`src/rtl/flags_scanner_if.sv`:
```
// Stream/control bundle between the flags register read port, flags_scanner and its consumer.
// Clear-on-read signals exist only when FLAGS_SCAN_CLEAR_EN is defined.
interface flags_scanner_if #(
    parameter int DATA_WIDTH = 32,
    parameter int BUS_WIDTH  = 64
);
    localparam int MAX_DIM   = BUS_WIDTH / DATA_WIDTH;
    localparam int NUM_FLAGS = MAX_DIM * MAX_DIM;
    localparam int POS_W     = (MAX_DIM > 1) ? $clog2(MAX_DIM) : 1;
    localparam int CNT_W     = $clog2(NUM_FLAGS + 1);

    logic                 start_i;
    logic [NUM_FLAGS-1:0] flags_i;
    logic                 idx_ready_i;
    logic                 idx_valid_o;
    logic [POS_W-1:0]     row_o;
    logic [POS_W-1:0]     col_o;
    logic                 busy_o;
    logic                 done_o;
    logic                 any_flag_o;
    logic [CNT_W-1:0]     count_o;
`ifdef FLAGS_SCAN_CLEAR_EN
    logic                 clr_o;
    logic [NUM_FLAGS-1:0] clr_mask_o;
`endif

`ifdef FLAGS_SCAN_CLEAR_EN
    modport slave (
        input  start_i, flags_i, idx_ready_i,
        output idx_valid_o, row_o, col_o, busy_o, done_o, any_flag_o, count_o,
        output clr_o, clr_mask_o
    );
    modport master (
        output start_i, flags_i, idx_ready_i,
        input  idx_valid_o, row_o, col_o, busy_o, done_o, any_flag_o, count_o,
        input  clr_o, clr_mask_o
    );
`else
    modport slave (
        input  start_i, flags_i, idx_ready_i,
        output idx_valid_o, row_o, col_o, busy_o, done_o, any_flag_o, count_o
    );
    modport master (
        output start_i, flags_i, idx_ready_i,
        input  idx_valid_o, row_o, col_o, busy_o, done_o, any_flag_o, count_o
    );
`endif
endinterface

```
`src/rtl/flags_scanner.sv`:
```
// Snapshots the over/underflow flag vector on start and streams the (row,col) of every set bit.
// Define FLAGS_SCAN_CLEAR_EN to add a one-hot clear-on-read pulse after each accepted index.
module flags_scanner #(
    parameter int DATA_WIDTH = 32,
    parameter int BUS_WIDTH  = 64
) (
    input logic              clk_i,
    input logic              rst_ni,
    flags_scanner_if.slave   bus
);
    // state | meaning
    // IDLE  | waiting for start_i
    // SCAN  | testing snapshot bit at ptr, one bit per cycle
    // EMIT  | presenting (row,col) until the consumer accepts it
    // DONE  | one-cycle completion pulse with final count
    localparam int MAX_DIM   = BUS_WIDTH / DATA_WIDTH;
    localparam int NUM_FLAGS = MAX_DIM * MAX_DIM;
    localparam int POS_W     = (MAX_DIM > 1) ? $clog2(MAX_DIM) : 1;
    localparam int CNT_W     = $clog2(NUM_FLAGS + 1);
    localparam int PTR_W     = (NUM_FLAGS > 1) ? $clog2(NUM_FLAGS) : 1;

    typedef enum logic [1:0] {
        IDLE = 2'd0,
        SCAN = 2'd1,
        EMIT = 2'd2,
        DONE = 2'd3
    } state_t;

    state_t               state_q;
    logic [NUM_FLAGS-1:0] snapshot_q;
    logic [PTR_W-1:0]     ptr_q;
    logic [CNT_W-1:0]     count_q;
    logic [POS_W-1:0]     row_q;
    logic [POS_W-1:0]     col_q;
    logic                 any_flag_q;
    logic                 last_bit;
    logic                 handshake;

    assign last_bit  = (ptr_q == PTR_W'(NUM_FLAGS - 1));
    assign handshake = (state_q == EMIT) && bus.idx_ready_i;

    always_ff @(posedge clk_i or negedge rst_ni) begin
        if (!rst_ni) begin
            state_q    <= IDLE;
            snapshot_q <= '0;
            ptr_q      <= '0;
            count_q    <= '0;
            row_q      <= '0;
            col_q      <= '0;
            any_flag_q <= 1'b0;
        end else begin
            case (state_q)
                IDLE: begin
                    if (bus.start_i) begin
                        snapshot_q <= bus.flags_i;
                        ptr_q      <= '0;
                        count_q    <= '0;
                        any_flag_q <= |bus.flags_i;
                        state_q    <= SCAN;
                    end
                end
                SCAN: begin
                    if (snapshot_q[ptr_q]) begin
                        row_q   <= POS_W'(ptr_q / PTR_W'(MAX_DIM));
                        col_q   <= POS_W'(ptr_q % PTR_W'(MAX_DIM));
                        state_q <= EMIT;
                    end else if (last_bit) begin
                        state_q <= DONE;
                    end else begin
                        ptr_q <= ptr_q + PTR_W'(1);
                    end
                end
                EMIT: begin
                    if (handshake) begin
                        count_q <= count_q + CNT_W'(1);
                        if (last_bit) begin
                            state_q <= DONE;
                        end else begin
                            ptr_q   <= ptr_q + PTR_W'(1);
                            state_q <= SCAN;
                        end
                    end
                end
                DONE: begin
                    state_q <= IDLE;
                end
                default: state_q <= IDLE;
            endcase
        end
    end

`ifdef FLAGS_SCAN_CLEAR_EN
    logic                 clr_q;
    logic [NUM_FLAGS-1:0] clr_mask_q;

    // Mask names the bit just accepted so the register clears exactly what was reported.
    always_ff @(posedge clk_i or negedge rst_ni) begin
        if (!rst_ni) begin
            clr_q      <= 1'b0;
            clr_mask_q <= '0;
        end else begin
            clr_q      <= handshake;
            clr_mask_q <= handshake ? (NUM_FLAGS'(1) << ptr_q) : '0;
        end
    end

    assign bus.clr_o      = clr_q;
    assign bus.clr_mask_o = clr_mask_q;
`endif

    assign bus.idx_valid_o = (state_q == EMIT);
    assign bus.busy_o      = (state_q == SCAN) || (state_q == EMIT);
    assign bus.done_o      = (state_q == DONE);
    assign bus.row_o       = row_q;
    assign bus.col_o       = col_q;
    assign bus.any_flag_o  = any_flag_q;
    assign bus.count_o     = count_q;
endmodule
```
`src/flat_wrapper.sv`:
```
// flat-port wrapper written by rule: the top's interface ports become plain ports
module flags_scanner_flat 
#(
    parameter int DATA_WIDTH = 32,
    parameter int BUS_WIDTH  = 64
)
  (clk_i, rst_ni, bus_start_i, bus_flags_i, bus_idx_ready_i, bus_idx_valid_o, bus_row_o, bus_col_o, bus_busy_o, bus_done_o, bus_any_flag_o, bus_count_o);
  flags_scanner_if #(.DATA_WIDTH(DATA_WIDTH), .BUS_WIDTH(BUS_WIDTH)) bus_i ();
  input logic clk_i;
  input logic rst_ni;
  input wire logic [$bits(bus_i.start_i)-1:0] bus_start_i;
  input wire logic [$bits(bus_i.flags_i)-1:0] bus_flags_i;
  input wire logic [$bits(bus_i.idx_ready_i)-1:0] bus_idx_ready_i;
  output wire logic [$bits(bus_i.idx_valid_o)-1:0] bus_idx_valid_o;
  output wire logic [$bits(bus_i.row_o)-1:0] bus_row_o;
  output wire logic [$bits(bus_i.col_o)-1:0] bus_col_o;
  output wire logic [$bits(bus_i.busy_o)-1:0] bus_busy_o;
  output wire logic [$bits(bus_i.done_o)-1:0] bus_done_o;
  output wire logic [$bits(bus_i.any_flag_o)-1:0] bus_any_flag_o;
  output wire logic [$bits(bus_i.count_o)-1:0] bus_count_o;
  assign bus_i.start_i = bus_start_i;
  assign bus_i.flags_i = bus_flags_i;
  assign bus_i.idx_ready_i = bus_idx_ready_i;
  assign bus_idx_valid_o = bus_i.idx_valid_o;
  assign bus_row_o = bus_i.row_o;
  assign bus_col_o = bus_i.col_o;
  assign bus_busy_o = bus_i.busy_o;
  assign bus_done_o = bus_i.done_o;
  assign bus_any_flag_o = bus_i.any_flag_o;
  assign bus_count_o = bus_i.count_o;
  flags_scanner #(.DATA_WIDTH(DATA_WIDTH), .BUS_WIDTH(BUS_WIDTH)) u_core (.clk_i(clk_i), .rst_ni(rst_ni), .bus(bus_i));
endmodule
```
`config.mk`:
```
export PLATFORM = sky130hd
export DESIGN_NAME = flags_scanner_flat
export DESIGN_NICKNAME = d
export VERILOG_FILES = /design/src/rtl/flags_scanner_if.sv /design/src/rtl/flags_scanner.sv /design/src/flat_wrapper.sv
export SDC_FILE = /design/constraint.sdc
export NUM_CORES = 1
export LEC_CHECK = 0
export CAP_MARGIN = 20
export CELL_PAD_IN_SITES_DETAIL_PLACEMENT = 1
export CELL_PAD_IN_SITES_GLOBAL_PLACEMENT = 1
export CORE_UTILIZATION = 38
export DETAILED_ROUTE_END_ITERATION = 10
export PLACE_DENSITY = 0.87
export SLEW_MARGIN = 30
export SYNTH_ARGS = -nofsm -noshare
export SYNTH_HDL_FRONTEND = slang
export SYNTH_SLANG_ARGS = --single-unit
```
`constraint.sdc`:
```
create_clock -name clk_i -period 2.25 [get_ports clk_i]
set_input_delay 0.45 -clock clk_i [delete_from_list [all_inputs] [get_ports clk_i]]
set_output_delay 0.45 -clock clk_i [all_outputs]
set_load 0.03 [all_outputs]
```
Yosys cells after proc, flatten, opt, wreduce, memory -nomap -nowiden
Index checks and enable logic that the tools add are counted.

operators by class
  equality and inequality tests = 8
  mux-type cells = 16
  $add $sub $neg = 2
  $lt $le $gt $ge = 1
  reduce and logical (&&, ||, !) cells = 11

operators with widths
  operator                                                               count
  2-bit two-way mux                                                      9
  2-bit one-hot mux with 4 select lines                                  1
  2-bit equality test, second input constant                             3
  3-bit two-way mux                                                      2
  2-bit one-hot mux with 3 select lines                                  1
  3-bit one-hot mux with 2 select lines                                  1
  3-bit AND reduction                                                    2
  2-bit != test, second input constant                                   2
  2-bit AND reduction                                                    2
  4-bit AND reduction                                                    1
  4-bit OR reduction                                                     1
  3-bit by 1-bit adder with 3-bit output, second input constant          1
  2-bit by 3-bit < comparator with 1-bit output, second input constant   1
  3-bit by 1-bit != test with 1-bit output, second input constant        1
  3-bit nonzero test                                                     1
  2-bit by 1-bit adder with 2-bit output, second input constant          1
  1-bit binary-select mux with 2-bit select                              1
  2-bit by 1-bit equality test with 1-bit output, second input constant  1
  2-bit logical NOT                                                      1
  2-bit by 1-bit != test with 1-bit output, second input constant        1
  2-bit nonzero test                                                     1
  1-bit logical AND                                                      1
  1-bit logical OR                                                       1
  1-bit two-way mux                                                      1

word-level totals
  register bits = 14
  output and inout bits = 9

Logic depth before layout (Yosys ltp)
  depth in word-level cells = 4
  gate-level depth with buffers = 6

Worst setup path after synthesis
Ideal clock, no wire load.

  path kind = register to register
  start = register u_core.state_q[0]
  end = register u_core.count_q[1] (netlist: u_core.bus.count_o[1])
  arrival time = 1673 ps
  required time = 2128 ps
  path slack = 455 ps
  path buffers = 0
  stages on the path, launching flop included = 6
  library setup time = 122 ps
  path through = dfrtp_1 -> inv_1 -> ha_1 -> nor2b_1 -> nor2_1 -> a32o_1

on the way
  cells in the longest elaborated chain, start to end = 4
  elaborated cells between the ends (all ways) = 8
  classes of those cells = eq/ne: 3; mux: 1; reduce/logical: 4

ends and longest elaborated chain
  what                                                       RTL line             source
  start: declaration                                         flags_scanner.sv:29  state_t state_q;
  start signal: assignment                                   flags_scanner.sv:44  state_q <= IDLE;
  start signal: assignment                                   flags_scanner.sv:59  state_q <= SCAN;
  start signal: assignment                                   flags_scanner.sv:66  state_q <= EMIT;
  2-bit equality test *                                      n/a
  net bus_idx_valid_o                                        flat_wrapper.sv:14   output wire logic [$bits(bus_i.idx_valid_o)-1:0] bus_idx_valid_o;
  1-bit logical AND                                          flags_scanner.sv:40  assign handshake = (state_q == EMIT) && bus.idx_ready_i;
  2-bit by 1-bit != test with 1-bit output (no source line)  n/a
  3-bit AND reduction (no source line)                       n/a
  end signal: assignment                                     flags_scanner.sv:75  count_q <= count_q + CNT_W'(1);
  end: declaration                                           flags_scanner.sv:32  logic [CNT_W-1:0] count_q;

Mark *: on every way through the listed nets, which the timed path passes. The rest lies on a longest branch.
A chain may end at the register's enable or synchronous reset.

Final worst setup path
  start = register u_core.state_q[0]
  end = output port bus_done_o

on the way
  cells in the longest elaborated chain, start to end = 1

ends and longest elaborated chain
  what                 RTL line              source
  2-bit equality test  flags_scanner.sv:113  assign bus.done_o = (state_q == DONE);
  end: declaration     flat_wrapper.sv:18    output wire logic [$bits(bus_i.done_o)-1:0] bus_done_o;

Every way passes these cells.

==> impl_metrics.yaml <==
synth:
  yosysTopAreaCell: "dfrtp_1"
  syn_inst: 72
  synth_async_sr_flop_share_pct: 100.0
  post-synth-top-count-cell: "dfrtp_1"
  syn_area_um2: 804.5
  ys_seq_elements: 14
  syn-num-nets: 86
  yosysSeqAreaShare_pct: 43.55
  synth_top_flop_cell: "dfrtp_1"
  syn_avg_cell_area_um2: 11.17
  synth_edf_count: 0
  synth_top_area_share_pct: 43.55
  synth_common_cells: "14 x dfrtp_1, 9 x nand2_1, 7 x mux2_2"
  synth.area.top_cells: "dfrtp_1 44%, mux2_2 9.8%, ha_1 9.3%"
  synth_cell_types: 25
  yosysWarnings: 0
worst_setup_path:
  path_max_fanout: 5
  cp_slowest_cell: "clkdlybuf4s50_1"
  critPathLaunchType: "register"
  startpoint: "u_core.state_q[0]$_DFFE_PN0P_"
  cp.required_ns: 1.80
  timing.rr.start: "u_core.state_q[0]$_DFFE_PN0P_"
  cp_num_cells: 2
  cp_cell_sequence: "ha_1 -> clkdlybuf4s50_1"
  critPathCapture: "bus_done_o"
  crit_family: "buffers and inverters"
  slowest_delay_ns: 0.69
  rrSetupSlack_ns: 0.31
  crit_type: "reg2out"
  end_kind: "primary output"
  rr_worst_depth: 5
  worstPathArrival_ns: 1.66
  timing.rr.end: "u_core.bus.count_o[1]$_DFFE_PN0P_"
  crit_buf_inv: 1
drt:
  drt-total-wl_mm: 1.927
  drtIter0Drc: 2
  first_pass_iters: 4
  via_per_inst: 5.471
  vias: 651
  final_antenna_net_count: 0
  wl_per_cell_um: 16.19
  drc: 0
floorplan:
  die_w_um: 48.01
  start_util_pct: 40.59
  io_pins: 17
  dieArea_um2: 2305
  fp.coreArea_um2: 1982
  die_y_um: 48.01
  rows: 16
global_routing:
  grt_max_degree: 15
  antenna_found_initial: 0
  grt_overflow_total: 0
  grtUsageTotal_pct: 20.17
  grt_pass1_vias: 642
  grt_pass1_wl_mm: 3.001
layout:
  fillers: 224
  seq_area_um2: 350.3
  fin_nets: 107
  diodes: 0
  drive_above_1_share_pct: 15.22
  multiInputGateArea_um2: 442.9
  area_growth_syn_to_layout_pct: 28.30
timing:
  finalSetupViolCount: 0
  hold_viol: 0
  skew_ns: 0.002219
  slew_violations: 0
  hold-worst-slack_ns: 0.4894
  maxSlewHeadroom_pct: 56.20
  fin_tns_setup_ns: 0
  rsz0062_at_grt: "false"
  finalCritPeriodShare_pct: 93.68
  timing.fmax_mhz: 474.4
  fin_crit_ns: 2.108
  worst_pin_slew_ns: 0.6550
clocking:
  clock_latency_ns: 0.28
  cts_root_buffer: "clkbuf_4"
  cts_resized: 2
  cts_sinks: 14
  cts_setup_buffers: 0
  path_clk_slew_ns: 0.09
  cts_tree: "done"
  numCtsBuffers: 3
  ctsHoldBuffers: 0
  htree_levels: 1
  clk_path_buf_depth: 2
place:
  gp_congestion: 0.7720
  port-buffer-count: 16
  dpl.hpwl_mm: 1.530
job:
  drv_cap: 0
pwr:
  leakagePower_nw: 0.4449
  ir_drop_mv: 0.6652
  p_per_area_nw_per_um2: 1476
run_status:
  status: "completed"
min_path:
  hold_class: "reg2reg"
  whs_path_depth: 2
final cells by class:
class	count	share of cell area (%)
inverters	3	1.091
multi-input cells	55	42.91
clock buffers	4	3.515
repair buffers	16	15.27
flip-flops and latches	14	33.94
well taps	27	3.273
kinds of logic after synthesis:
| logic type | count (synthesis) | synth area share, % |
|---|---|---|
| buffers and inverters | 3 | 1.400 |
| DFF | 14 | 43.55 |
| and+or+nand+nor | 19 | 12.13 |
| muxes | 8 | 12.60 |
| AOI/OAI and AO/OA | 22 | 21.00 |
| adders and majority gates | 6 | 9.331 |
sequential cells by signal, indices dropped and copies added (netlist names):
name,cells
u_core.bus.col_o,1
u_core.snapshot_q,4
u_core.state_q,2
u_core.bus.count_o,3
u_core.ptr_q,2
u_core.bus.row_o,1
u_core.bus.any_flag_o,1
stage by stage:
step | instance area [µm²] | std cells | power (mW) | utilization (%) | setup WS (ns)
after floorplan | 804.5 | 72 | 1.084 | - | 0.4553
after global placement | 998.5 | 115 | 1.320 | 50.38 | 0.2498
after detailed placement | 998.5 | 115 | 1.366 | 50.38 | 0.1698
after CTS | 1032 | 119 | 1.542 | 52.08 | 0.1071
after global routing | 1032 | 119 | 1.646 | 52.08 | 0.03006
final | 1032 | 119 | 1.524 | 52.08 | 0.1422
metal layers:
layer	track usage (%)	part of all wire (%)
met5	0	0
met1	23.54	43
met2	35.14	53
met4	11.67	0.93
met3	2.642	2.9
where the power goes:
part	leakage, nW	internal [mW]	switching [mW]
Sequential	0.177	0.360	0.112
Clock	0.0210	0.0985	0.0838
Combinational	0.247	0.401	0.468
Total	0.445	0.860	0.664
worst min-delay path, delay by kind of cell, from the launching register on:
family	cells	cell delay (ns)
flip-flops	1	0.35
AO/OA/AOI/OAI	1	0.06
AND/OR/NAND/NOR	1	0.04
worst min-delay path by stage:
stage | from | endpoint | slack (ns)
2_1_floorplan | rst_ni | u_core.bus.any_flag_o$_DFFE_PN0P_ | 0.15
3_3_place_gp | u_core.bus.any_flag_o$_DFFE_PN0P_ | u_core.bus.any_flag_o$_DFFE_PN0P_ | 0.47
3_5_place_dp | u_core.bus.any_flag_o$_DFFE_PN0P_ | u_core.bus.any_flag_o$_DFFE_PN0P_ | 0.47
4_1_cts | u_core.bus.any_flag_o$_DFFE_PN0P_ | u_core.bus.any_flag_o$_DFFE_PN0P_ | 0.49
5_1_grt | u_core.bus.row_o$_DFFE_PN0P_ | u_core.bus.row_o$_DFFE_PN0P_ | 0.54
6_report | u_core.bus.any_flag_o$_DFFE_PN0P_ | u_core.bus.any_flag_o$_DFFE_PN0P_ | 0.49
placed cells by master (no fill, tap or decap), types with 3 or more instances in the layout:
cell type,n
ha_1,6
clkbuf_4,3
nor2_1,3
dfrtp_1,14
mux2_2,7
inv_1,3
a21oi_1,3
clkdlybuf4s50_1,14
nand2_1,9
o21ai_0,6
(Power assumes the default switching activity.)
